==> config.mk <==
export PLATFORM = sky130hd
export DESIGN_NAME = dec_grant_arb_flat
export DESIGN_NICKNAME = d
export VERILOG_FILES = /design/src/rtl/dec_grant_arb_pkg.sv /design/src/rtl/dec_grant_arb_if.sv /design/src/rtl/dec_grant_arb_rr_pick4.sv /design/src/rtl/dec_grant_arb.sv /design/src/flat_wrapper.sv
export SDC_FILE = /design/constraint.sdc
export NUM_CORES = 1
export LEC_CHECK = 0
export CORE_UTILIZATION = 30
export CTS_CLUSTER_DIAMETER = 40
export CTS_CLUSTER_SIZE = 24
export DETAILED_ROUTE_END_ITERATION = 10
export GPL_TIMING_DRIVEN = 0
export PLACE_DENSITY = 0.51
export SYNTH_ARGS = -nofsm -noshare
export SYNTH_HDL_FRONTEND = slang
export SYNTH_SLANG_ARGS = --single-unit
export TNS_END_PERCENT = 50
==> constraint.sdc <==
create_clock -name clk -period 1.5 [get_ports clk]
set_clock_uncertainty 0.1 [all_clocks]
set_input_delay 0.3 -clock clk [delete_from_list [all_inputs] [get_ports clk]]
set_output_delay 0.3 -clock clk [all_outputs]
set_load 0.05 [all_outputs]
==> src/rtl/dec_grant_arb_pkg.sv <==
// Shared definitions for the decoder-sharing round-robin arbiter.
package dec_grant_arb_pkg;

    localparam int NUM_REQ = 4;

    // The encodings are fixed so other tools can read the state bits directly.
    typedef enum logic [1:0] {
        ST_IDLE  = 2'd0,
        ST_GRANT = 2'd1,
        ST_GAP   = 2'd2
    } state_t;

    localparam logic [NUM_REQ-1:0] GNT_NONE = 4'b1111;

    // Active-low 2-to-4 decode with blanking. This is what the external decoder drives.
    function automatic logic [NUM_REQ-1:0] decode_sel(input logic [1:0] sel, input logic blank);
        return blank ? GNT_NONE : ~(4'b0001 << sel);
    endfunction

endpackage

==> src/rtl/dec_grant_arb_if.sv <==
// Request/grant bundle between the requesting units and the arbiter.
interface dec_grant_arb_if;
    import dec_grant_arb_pkg::*;

    logic                en;
    logic [NUM_REQ-1:0]  req;
    logic [1:0]          dec_sel;
    logic                dec_en;
    logic [NUM_REQ-1:0]  gnt_n;
    logic                busy;

    // The requester side drives enable and requests and observes the grant.
    modport master (
        output en, req,
        input  dec_sel, dec_en, gnt_n, busy
    );

    // The arbiter side consumes requests and drives the decoder controls.
    modport slave (
        input  en, req,
        output dec_sel, dec_en, gnt_n, busy
    );

endinterface

==> src/rtl/dec_grant_arb_rr_pick4.sv <==
// Combinational rotated-priority pick among four requests.
module rr_pick4
    import dec_grant_arb_pkg::*;
(
    input  logic [NUM_REQ-1:0] req_i,
    input  logic [1:0]         last_i,
    output logic [1:0]         win_o,
    output logic               any_o
);

    logic [1:0] idx;
    logic       found;

    // Scan last+1 .. last+4 (wrapping) and keep the first requester found.
    always_comb begin
        win_o = last_i;
        any_o = |req_i;
        found = 1'b0;
        idx   = 2'd0;
        for (int k = 1; k <= NUM_REQ; k++) begin
            idx = last_i + 2'(k);
            if (!found && req_i[idx]) begin
                win_o = idx;
                found = 1'b1;
            end
        end
    end

endmodule

==> src/rtl/dec_grant_arb.sv <==
// Round-robin arbiter sharing one active-low select decoder among four requesters.
module dec_grant_arb
    import dec_grant_arb_pkg::*;
#(
    parameter int HOLD_MAX = 8,
    parameter int CW       = 8
) (
    input  logic            clk,
    input  logic            reset,
    dec_grant_arb_if.slave  bus
);

    state_t              state_q, state_d;
    logic [1:0]          last_q, last_d;
    logic [CW-1:0]       cnt_q, cnt_d;
    logic [1:0]          sel_q, sel_d;
    logic                dec_en_q, dec_en_d;
    logic [NUM_REQ-1:0]  gnt_n_q, gnt_n_d;
    logic                busy_q, busy_d;

    logic [1:0]          win;
    logic                anyReq;

    rr_pick4 u_pick (
        .req_i  (bus.req),
        .last_i (last_q),
        .win_o  (win),
        .any_o  (anyReq)
    );

    // Next state, pointer and counter; outputs are precomputed from the next state so they can be registered.
    always_comb begin
        state_d = state_q;
        last_d  = last_q;
        cnt_d   = cnt_q;
        sel_d   = sel_q;
        unique case (state_q)
            ST_IDLE, ST_GAP: begin
                if (bus.en && anyReq) begin
                    state_d = ST_GRANT;
                    last_d  = win;
                    cnt_d   = '0;
                    sel_d   = win;
                end else begin
                    state_d = ST_IDLE;
                end
            end
            ST_GRANT: begin
                cnt_d = cnt_q + CW'(1);
                if (!bus.en || !bus.req[last_q] || (cnt_q == CW'(HOLD_MAX - 1))) begin
                    state_d = ST_GAP;
                end
            end
            default: begin
                state_d = ST_IDLE;
            end
        endcase
        dec_en_d = (state_d != ST_GRANT);
        gnt_n_d  = decode_sel(sel_d, dec_en_d);
        busy_d   = (state_d != ST_IDLE);
    end

    // State and output registers with synchronous reset; last resets to 3 so requester 0 goes first.
    always_ff @(posedge clk) begin
        if (reset) begin
            state_q  <= ST_IDLE;
            last_q   <= 2'd3;
            cnt_q    <= '0;
            sel_q    <= 2'b00;
            dec_en_q <= 1'b1;
            gnt_n_q  <= GNT_NONE;
            busy_q   <= 1'b0;
        end else begin
            state_q  <= state_d;
            last_q   <= last_d;
            cnt_q    <= cnt_d;
            sel_q    <= sel_d;
            dec_en_q <= dec_en_d;
            gnt_n_q  <= gnt_n_d;
            busy_q   <= busy_d;
        end
    end

    assign bus.dec_sel = sel_q;
    assign bus.dec_en  = dec_en_q;
    assign bus.gnt_n   = gnt_n_q;
    assign bus.busy    = busy_q;

endmodule

==> src/flat_wrapper.sv <==
// flat-port wrapper written by rule: the top's interface ports become plain ports
module dec_grant_arb_flat import dec_grant_arb_pkg::*;
#(
    parameter int HOLD_MAX = 8,
    parameter int CW       = 8
)
  (clk, reset, bus_en, bus_req, bus_dec_sel, bus_dec_en, bus_gnt_n, bus_busy);
  dec_grant_arb_if bus_i ();
  input  logic clk;
  input  logic reset;
  input wire logic [$bits(bus_i.en)-1:0] bus_en;
  input wire logic [$bits(bus_i.req)-1:0] bus_req;
  output wire logic [$bits(bus_i.dec_sel)-1:0] bus_dec_sel;
  output wire logic [$bits(bus_i.dec_en)-1:0] bus_dec_en;
  output wire logic [$bits(bus_i.gnt_n)-1:0] bus_gnt_n;
  output wire logic [$bits(bus_i.busy)-1:0] bus_busy;
  assign bus_i.en = bus_en;
  assign bus_i.req = bus_req;
  assign bus_dec_sel = bus_i.dec_sel;
  assign bus_dec_en = bus_i.dec_en;
  assign bus_gnt_n = bus_i.gnt_n;
  assign bus_busy = bus_i.busy;
  dec_grant_arb #(.HOLD_MAX(HOLD_MAX), .CW(CW)) u_core (.clk(clk), .reset(reset), .bus(bus_i));
endmodule
==> impl_metrics.env, run 1 <==
export IMPL_drt_pass1_iter_count=4
export IMPL_fillCellCount=328
export IMPL_start_util_pct=32.6
export IMPL_tightest_slew_ns=0.511
export IMPL_async_reset_ff_share_pct=0
export IMPL_worstRegToRegCells=4
export IMPL_grt_max_degree=13
export IMPL_vias_per_cell=5.27
export IMPL_crit_required_ns=1.64
export IMPL_clk_pin_slew_ns=0.12
export IMPL_synth_seq_area_share_pct=39.3
export IMPL_antenna_found_initial=0
export IMPL_yosys_warnings=0
export IMPL_area_delta_synth_final_pct=30.2
export IMPL_h_tree_depth=1
export IMPL_wl_met2_mm=1.05
export IMPL_synth_commonest_cells="dfxtp_1 (20), a21oi_1 (12), nor2_1 (9), nor3_1 (7), nand2_1 (6)"
export IMPL_dpl_cell_count=171
export IMPL_die_h_um=60.3
export IMPL_highest_layer="met4"
export IMPL_ys_flop_type="dfxtp_1"
export IMPL_status="finished, violations left"
export IMPL_fmax_mhz=583
export IMPL_die_x_um=60.3
export IMPL_power_leakage_nw=0.491
export IMPL_synth_edff_count=0
export IMPL_finalCritPeriodShare_pct=114
export IMPL_synth_cell_types=39
export IMPL_met3_length_um=46
export IMPL_ys_top_cells_by_area="dfxtp_1 (39%), a21oi_1 (5.9%), nor3_1 (3.4%), nor2_1 (3.3%), nand2b_1 (2.5%)"
export IMPL_route_detailed_drc=0
export IMPL_drv_slew=0
export IMPL_die_area_um2=3630
export IMPL_synthCells=114
export IMPL_cts_num_sinks=20
export IMPL_slew_limit_headroom_pct=65.9
export IMPL_ys_ff_latch=20
export IMPL_synth_top_cell_area_share_pct=39.3
export IMPL_violations="setup timing"
export IMPL_fin_ws_ns=-0.215
export IMPL_antenna_cells=0
export IMPL_grt_ovfl_total=0
export IMPL_numCtsBuffers=3
export IMPL_ant_nets=0
export IMPL_num_rows=20
export IMPL_hold_path_class="in -> reg"
export IMPL_wirelength_mm=2.22
export IMPL_m1WireLength_mm=1.10
export IMPL_cts_root_buf="clkbuf_4"
export IMPL_yosys_cell_count_top_type="dfxtp_1"
export IMPL_final_core_util_pct=42.4
export IMPL_whs_ns=0.227
export IMPL_synth_area_per_cell_um2=8.93
export IMPL_cts_tree="done"
export IMPL_cp_max_fo=5
export IMPL_wire_per_inst_um=12.6
export IMPL_yosysTopAreaCell="dfxtp_1"
export IMPL_clk_insertion_delay_late_ns=0.30
export IMPL_peakVddDrop_mv=0.416
export IMPL_finalNetCount=141
export IMPL_crit_path_end_kind="flip-flop"
export IMPL_ioPinCount=15
export IMPL_gp_congestion=0.779
export IMPL_numPortBuffers=13
export IMPL_hold_viol=0
export IMPL_synth_cell_area_um2=1020
export IMPL_cap_violations=0
export IMPL_crit_arrival_ns=1.85
export IMPL_drtIter0Drc=79
export IMPL_syn_nets=122
export IMPL_min_period_ns=1.72
export IMPL_vias=928
export IMPL_rsz0062_at_grt="true"
export IMPL_powerDensity_nw_per_um2=983
export IMPL_cts_buffer_depth=2
export IMPL_setup_viol=7
export IMPL_holdPathStages=2
export IMPL_core_area_um2=3130
export IMPL_grtUsageTotal_pct=12.8
export IMPL_stdcell_count=176
export IMPL_path_class="reg -> reg"
export IMPL_dpl_hpwl_mm=1.63
export IMPL_grt_pass1_vias=771
export IMPL_drive_above_1_share_pct=32.6
export IMPL_grt_pass1_wl_mm=3.46
export IMPL_start_kind="flip-flop"
-- cells in the final DEF, fill, tap and decap left out, drive strengths merged, types with 2 or more instances in the layout --
cell type and count:
dfxtp 20, a21oi 12, nor2 9, clkbuf 8
nor3 7, clkdlybuf4s15 7, nand2 6, o21ai 6
buf 6, nor2b 4, nand3 4, nand2b 4
nand4 3, o22ai 3, and3 3, nor4bb 2
and4b 2, o21bai 2, nor4b 2, nor4 2
or2 2, o221ai 2
-- through the flow --
step | power [mW] | setup TNS (ns) | worst slack [ns] | area (µm²)
finish | 1.30 | -0.913 | -0.215 | 1330
floorplan | 0.774 | -0.506 | -0.123 | 1020
global route | 1.36 | -1.11 | -0.225 | 1330
detailed placement | 0.860 | -12.38 | -0.696 | 1200
CTS | 1.32 | -1.00 | -0.220 | 1320
global placement | 0.857 | -12.11 | -0.681 | 1200
-- worst max-delay path, cell delays in order (launching register included) --
cell and delay, ns:
dfxtp_2 0.36, or4_4 0.53, o311a_4 0.35, and3_4 0.19
o221ai_2 0.12
-- state kept, by name, summed over array words and instances (netlist names) --
signal              count
u_core.cnt_q            8
u_core.bus.gnt_n        4
u_core.bus.dec_en       1
u_core.bus.dec_sel      2
u_core.state_q          2
u_core.last_q           2
u_core.bus.busy         1
-- cell families after synthesis --
kind of cell,Yosys count,synth area share [%]
adders and majority gates,1,1.23
DFF,20,39.3
buffers and inverters,6,2.58
and+or+nand+nor,55,33.8
AOI/OAI and AO/OA,30,19.8
muxes,2,3.32
-- final timing paths --
path         slack, ns             endpoint             from
max              -0.22  u_core.bus.gnt_n[3]  u_core.cnt_q[5]
min reg2reg       0.39      u_core.cnt_q[1]  u_core.cnt_q[1]
min               0.23    u_core.state_q[1]            reset
max reg2reg      -0.22  u_core.bus.gnt_n[3]  u_core.cnt_q[5]
-- routing by layer --
| metal | up-vias | GRT usage (%) |
|---|---|---|
| met4 | 0 | 5.98 |
| met1 | 442 | 17.0 |
| met5 | - | 0 |
| met3 | 4 | 1.95 |
| met2 | 11 | 20.3 |
| li1 | 471 | - |
-- where the power goes --
part,leakage (nW),switching [mW],internal [mW]
sequential,0.166,0.0252,0.560
clock,0.0279,0.173,0.270
combinational,0.298,0.168,0.106
-- layout make-up --
class	count	area [µm²]	share of cell area, %
clock inverter	1	30.0	2.26
sequential	20	414	31.2
clock buffer	3	22.5	1.70
timing repair buffer	16	139	10.5
buffer	4	21.3	1.60
tap	44	55.1	4.15
multi-input combinational	88	644	48.6
-- what timing repair did --
item	4_1_cts	5_1_grt
hold endpoints to repair	0	0
pin swaps	2	8
hold buffers	0	0
gates cloned	0	0
buffers inserted	0	3
endpoints found under the setup margin	28	17
gates resized for setup	47	18
Power figures use the tool's default switching activity.
==> run 2: changes to the inputs <==
--- a/config.mk
+++ b/config.mk
@@ -9,7 +9,9 @@
 export CTS_CLUSTER_DIAMETER = 40
 export CTS_CLUSTER_SIZE = 24
 export DETAILED_ROUTE_END_ITERATION = 10
+export GPL_ROUTABILITY_DRIVEN = 1
 export GPL_TIMING_DRIVEN = 0
+export MAX_ROUTING_LAYER = met4
 export PLACE_DENSITY = 0.51
 export SYNTH_ARGS = -nofsm -noshare
 export SYNTH_HDL_FRONTEND = slang
==> run 2 against run 1 <==
Compared with the run above:
- the run still ends with setup timing left
- total power unchanged
- worst setup slack about the same
- global-route usage up 0.37 points
- non-clock buffer count unchanged
- clock power about the same
- die area unchanged
- first-iteration DRC count down 1.3%
- register-to-register slack about the same
- critical path type unchanged
- critical endpoint unchanged
==> impl_metrics.env, run 2 (synthesis gave the netlist of run 1 again) <==
export IMPL_largest_register_ff_count=8
export IMPL_tightest_slew_ns=0.511
export IMPL_cp_max_fo=5
export IMPL_cts_tree="done"
export IMPL_final_cell_mix="dfxtp_1 (13), a21oi_1 (12), nor2_1 (8)"
export IMPL_area_delta_synth_final_pct=30.2
export IMPL_final_common_cell="dfxtp_1"
export IMPL_drive_above_1_share_pct=32.6
export IMPL_crit_required_ns=1.64
export IMPL_cts_buffer_depth=2
export IMPL_wire_per_inst_um=12.6
export IMPL_drv_slew=0
export IMPL_numPortBuffers=13
export IMPL_path_class="reg -> reg"
export IMPL_clk_insertion_delay_late_ns=0.30
export IMPL_multi_input_area_um2=644
export IMPL_peakVddDrop_mv=0.416
export IMPL_route_detailed_drc=0
export IMPL_vias=926
export IMPL_regArea_um2=414
export IMPL_setup_viol=7
export IMPL_cap_violations=0
export IMPL_fillCellCount=328
export IMPL_powerDensity_nw_per_um2=983
export IMPL_postCtsHoldBufs=0
export IMPL_drtIter0Drc=78
export IMPL_h_tree_depth=1
export IMPL_wirelength_mm=2.22
export IMPL_grt_ovfl_total=0
export IMPL_gp_congestion=0.789
export IMPL_dpl_hpwl_mm=1.63
export IMPL_drt_pass1_iter_count=4
export IMPL_fmax_mhz=583
export IMPL_die_h_um=60.3
export IMPL_die_x_um=60.3
export IMPL_status="finished, violations left"
export IMPL_rsz0062_at_grt="true"
export IMPL_finalCritPeriodShare_pct=114
export IMPL_violations="setup timing"
export IMPL_num_rows=20
export IMPL_finalNetCount=141
export IMPL_ioPinCount=15
export IMPL_numCtsBuffers=3
export IMPL_whs_ns=0.227
export IMPL_start_util_pct=32.6
export IMPL_min_period_ns=1.72
export IMPL_grt_pass1_vias=770
export IMPL_fin_ws_ns=-0.215
export IMPL_cts_root_buf="clkbuf_4"
export IMPL_crit_arrival_ns=1.85
export IMPL_clk_pin_slew_ns=0.12
export IMPL_ant_nets=0
export IMPL_slew_limit_headroom_pct=65.9
export IMPL_hold_path_class="in -> reg"
export IMPL_grt_max_degree=13
export IMPL_cts_num_sinks=20
export IMPL_vias_per_cell=5.26
export IMPL_antenna_cells=0
export IMPL_hold_viol=0
export IMPL_crit_path_end_kind="flip-flop"
export IMPL_power_leakage_nw=0.491
export IMPL_core_area_um2=3130
export IMPL_grtUsageTotal_pct=13.2
export IMPL_start_kind="flip-flop"
export IMPL_antenna_found_initial=0
export IMPL_power_mw=1.30
export IMPL_final_core_util_pct=42.4
export IMPL_grt_pass1_wl_mm=3.46
export IMPL_die_area_um2=3630
export IMPL_largest_register="u_core.cnt_q"
## run 2: cell counts in the layout (fill, tap and decap cells not counted)
Identical to the previous run, type by type.
## run 2: worst paths after layout
check,startpoint,to,slack (ns),cells past startpoint
max,u_core.cnt_q[5],u_core.bus.gnt_n[3],-0.22,4
min reg2reg,u_core.cnt_q[1],u_core.cnt_q[1],0.39,2
max reg2reg,u_core.cnt_q[5],u_core.bus.gnt_n[3],-0.22,4
min,reset,u_core.state_q[1],0.23,2
## run 2: metal layers
metal / share of wire (%) / vias up / track usage, %
li1: - / 471 / -
met1: 49 / 440 / 17.0
met2: 47 / 11 / 20.3
met3: 2.2 / 4 / 1.95
met4: 1.3 / 0 / 5.98
met5: 0 / - / -
## run 2: repair_timing
action | CTS | global route
gates resized for setup | 47 | 18
pin swaps | 2 | 8
endpoints found under the hold margin | 0 | 0
endpoints found under the setup margin | 28 | 17
gates cloned | 0 | 0
buffers inserted | 0 | 3
## run 2: where the power goes
part / switching (mW) / total, mW / leakage [nW] / internal, mW
combinational: 0.168 / 0.275 / 0.298 / 0.106
sequential: 0.0252 / 0.585 / 0.166 / 0.560
clock: 0.173 / 0.444 / 0.0279 / 0.270
## run 2: per-stage QoR
step | TNS [ns] | cell area (µm²) | std cells | worst slack, ns
CTS | -1.00 | 1320 | 175 | -0.220
floorplan | -0.506 | 1020 | 114 | -0.123
finish | -0.913 | 1330 | 176 | -0.215
global placement | -12.11 | 1200 | 171 | -0.681
detailed placement | -12.38 | 1200 | 171 | -0.696
global route | -1.11 | 1330 | 176 | -0.225
## run 2: layout make-up
class,instances,share of cell area [%]
plain buffers,4,1.60
clock buffers,3,1.70
clock inverters,1,2.26
multi-input cells,88,48.6
flip-flops and latches,20,31.2
well taps,44,4.15
repair buffers,16,10.5
## run 2: critical path, cell delays in order (launching register included)
cell and delay, ns:
dfxtp_2 0.36, or4_4 0.53, o311a_4 0.35, and3_4 0.19
o221ai_2 0.12
==> run 3: changes to the inputs <==
--- a/config.mk
+++ b/config.mk
@@ -9,10 +9,11 @@
 export CTS_CLUSTER_DIAMETER = 40
 export CTS_CLUSTER_SIZE = 24
 export DETAILED_ROUTE_END_ITERATION = 10
+export DONT_BUFFER_PORTS = 1
 export GPL_ROUTABILITY_DRIVEN = 1
 export GPL_TIMING_DRIVEN = 0
 export MAX_ROUTING_LAYER = met4
-export PLACE_DENSITY = 0.51
+export PLACE_DENSITY = 0.45
 export SYNTH_ARGS = -nofsm -noshare
 export SYNTH_HDL_FRONTEND = slang
 export SYNTH_SLANG_ARGS = --single-unit
==> run 3 against run 2 <==
Compared with the run above:
- the flow still finishes with violations (setup timing)
- sequential power rose by 8.9%
- combinational power fell by 35%
- sequential share of layout area rose by 2.6 points
- via count fell by 7.1%
==> impl_metrics.env, run 3 (synthesis gave the netlist of run 1 again) <==
export IMPL_status="finished, violations left"
export IMPL_violations="setup timing"
export IMPL_dpl_hpwl_mm=1.64
export IMPL_crit_path_end_kind="flip-flop"
export IMPL_cts_num_sinks=20
export IMPL_largest_register_ff_count=8
export IMPL_wire_per_inst_um=13.9
export IMPL_ant_nets=0
export IMPL_powerDensity_nw_per_um2=1050
export IMPL_start_util_pct=32.6
export IMPL_rsz0062_at_grt="true"
export IMPL_cts_tree="done"
export IMPL_core_area_um2=3130
export IMPL_clk_insertion_delay_late_ns=0.30
export IMPL_grt_pass1_wl_mm=3.88
export IMPL_finalCritPeriodShare_pct=112
export IMPL_vias=860
export IMPL_min_period_ns=1.69
export IMPL_cts_buffer_depth=2
export IMPL_vias_per_cell=5.31
export IMPL_largest_register="u_core.cnt_q"
export IMPL_cp_num_buf_inv=0
export IMPL_grt_ovfl_total=0
export IMPL_hold_path_class="in -> reg"
export IMPL_finalNetCount=127
export IMPL_gp_congestion=0.732
export IMPL_cp_max_fo=5
export IMPL_fmax_mhz=593
export IMPL_final_area_um2=1200
export IMPL_route_detailed_drc=0
export IMPL_slew_limit_headroom_pct=58.2
export IMPL_area_delta_synth_final_pct=18.1
export IMPL_whs_ns=0.143
export IMPL_numPortBuffers=0
export IMPL_path_class="reg -> reg"
export IMPL_die_x_um=60.3
export IMPL_antenna_found_initial=0
export IMPL_hold_viol=0
export IMPL_final_common_cell="dfxtp_1"
export IMPL_critPathTopFamily="simple AND/OR/NAND/NOR gates"
export IMPL_postCtsHoldBufs=0
export IMPL_num_rows=20
export IMPL_drtIter0Drc=24
export IMPL_start_kind="flip-flop"
export IMPL_grt_pass1_vias=826
export IMPL_drt_pass1_iter_count=4
export IMPL_die_h_um=60.3
export IMPL_drive_above_1_share_pct=28.0
export IMPL_clk_pin_slew_ns=0.13
export IMPL_max_stage_delay_ns=0.52
export IMPL_grt_max_degree=13
export IMPL_die_area_um2=3630
export IMPL_crit_required_ns=1.63
export IMPL_fillCellCount=351
export IMPL_drv_slew=0
export IMPL_wirelength_mm=2.26
export IMPL_power_leakage_nw=0.409
export IMPL_numCtsBuffers=3
export IMPL_fin_ws_ns=-0.186
export IMPL_cts_root_buf="clkbuf_4"
export IMPL_slowest_stage="or4_4"
export IMPL_worstPathCellList="or4_4, o311a_4, nor4b_4, o221ai_1"
export IMPL_ioPinCount=15
export IMPL_tightest_slew_ns=0.626
export IMPL_setup_viol=5
export IMPL_h_tree_depth=1
export IMPL_regToRegSetupSlack_ns=-0.19
export IMPL_place_area_um2=1070
export IMPL_crit_arrival_ns=1.82
export IMPL_grtUsageTotal_pct=14.8
export IMPL_peakVddDrop_mv=0.351
export IMPL_antenna_cells=0
export IMPL_cap_violations=0
export IMPL_final_cell_mix="dfxtp_1 (15), a21oi_1 (11), nor2_1 (8)"
-- run 3: worst paths after layout --
path                          to  cells past startpoint             from
min reg2reg      u_core.cnt_q[1]                      2  u_core.cnt_q[1]
min            u_core.bus.dec_en                      2           bus_en
max          u_core.bus.gnt_n[1]                      4  u_core.cnt_q[5]
max reg2reg  u_core.bus.gnt_n[1]                      4  u_core.cnt_q[5]
-- run 3: worst reg2reg max path, stage by stage (launching register included) --
cell      delay (ns)
dfxtp_2         0.34
or4_4           0.52
o311a_4         0.34
nor4b_4         0.14
o221ai_1        0.18
-- run 3: what timing repair did --
action / CTS / global route
buffers inserted: 1 / 0
pin swaps: 3 / 3
resized for setup: 13 / 9
endpoints found under the setup margin: 12 / 16
-- run 3: metrics by stage --
| step | power (mW) | setup WS, ns | setup TNS, ns | util [%] | instances |
|---|---|---|---|---|---|
| 3_3_place_gp | 0.809 | -0.246 | -2.08 | 34.4 | 158 |
| 4_1_cts | 1.28 | -0.197 | -0.704 | 37.7 | 162 |
| 6_report | 1.26 | -0.186 | -0.654 | 38.4 | 162 |
| 5_1_grt | 1.33 | -0.241 | -1.08 | 38.4 | 162 |
| 2_1_floorplan | 0.774 | -0.123 | -0.506 | - | 114 |
| 3_5_place_dp | 0.811 | -0.263 | -2.55 | 34.4 | 158 |
-- run 3: where the power goes --
part | total (mW) | internal, mW | switching, mW
registers | 0.637 | 0.560 | 0.0776
clock network | 0.445 | 0.270 | 0.175
logic | 0.180 | 0.0811 | 0.0990
total | 1.26 | 0.911 | 0.352
-- run 3: layout make-up --
cell class	instances	area (µm²)	share of cell area (%)
Buffer	5	32.5	2.71
Tap cell	44	55.1	4.58
Multi-Input combinational cell	88	648	53.9
Sequential cell	20	407	33.8
Clock buffer	3	22.5	1.87
Timing Repair Buffer	1	7.51	0.624
Clock inverter	1	30.0	2.50
-- run 3: routing by layer --
layer | track usage (%) | vias up | wire length (µm) | part of all wire, %
met5 | - | - | 0 | 0
met4 | 7.97 | 0 | 34 | 1.5
met3 | 1.52 | 2 | 47 | 2.1
met2 | 21.5 | 10 | 1050 | 47
met1 | 19.9 | 406 | 1120 | 50
li1 | - | 442 | - | -
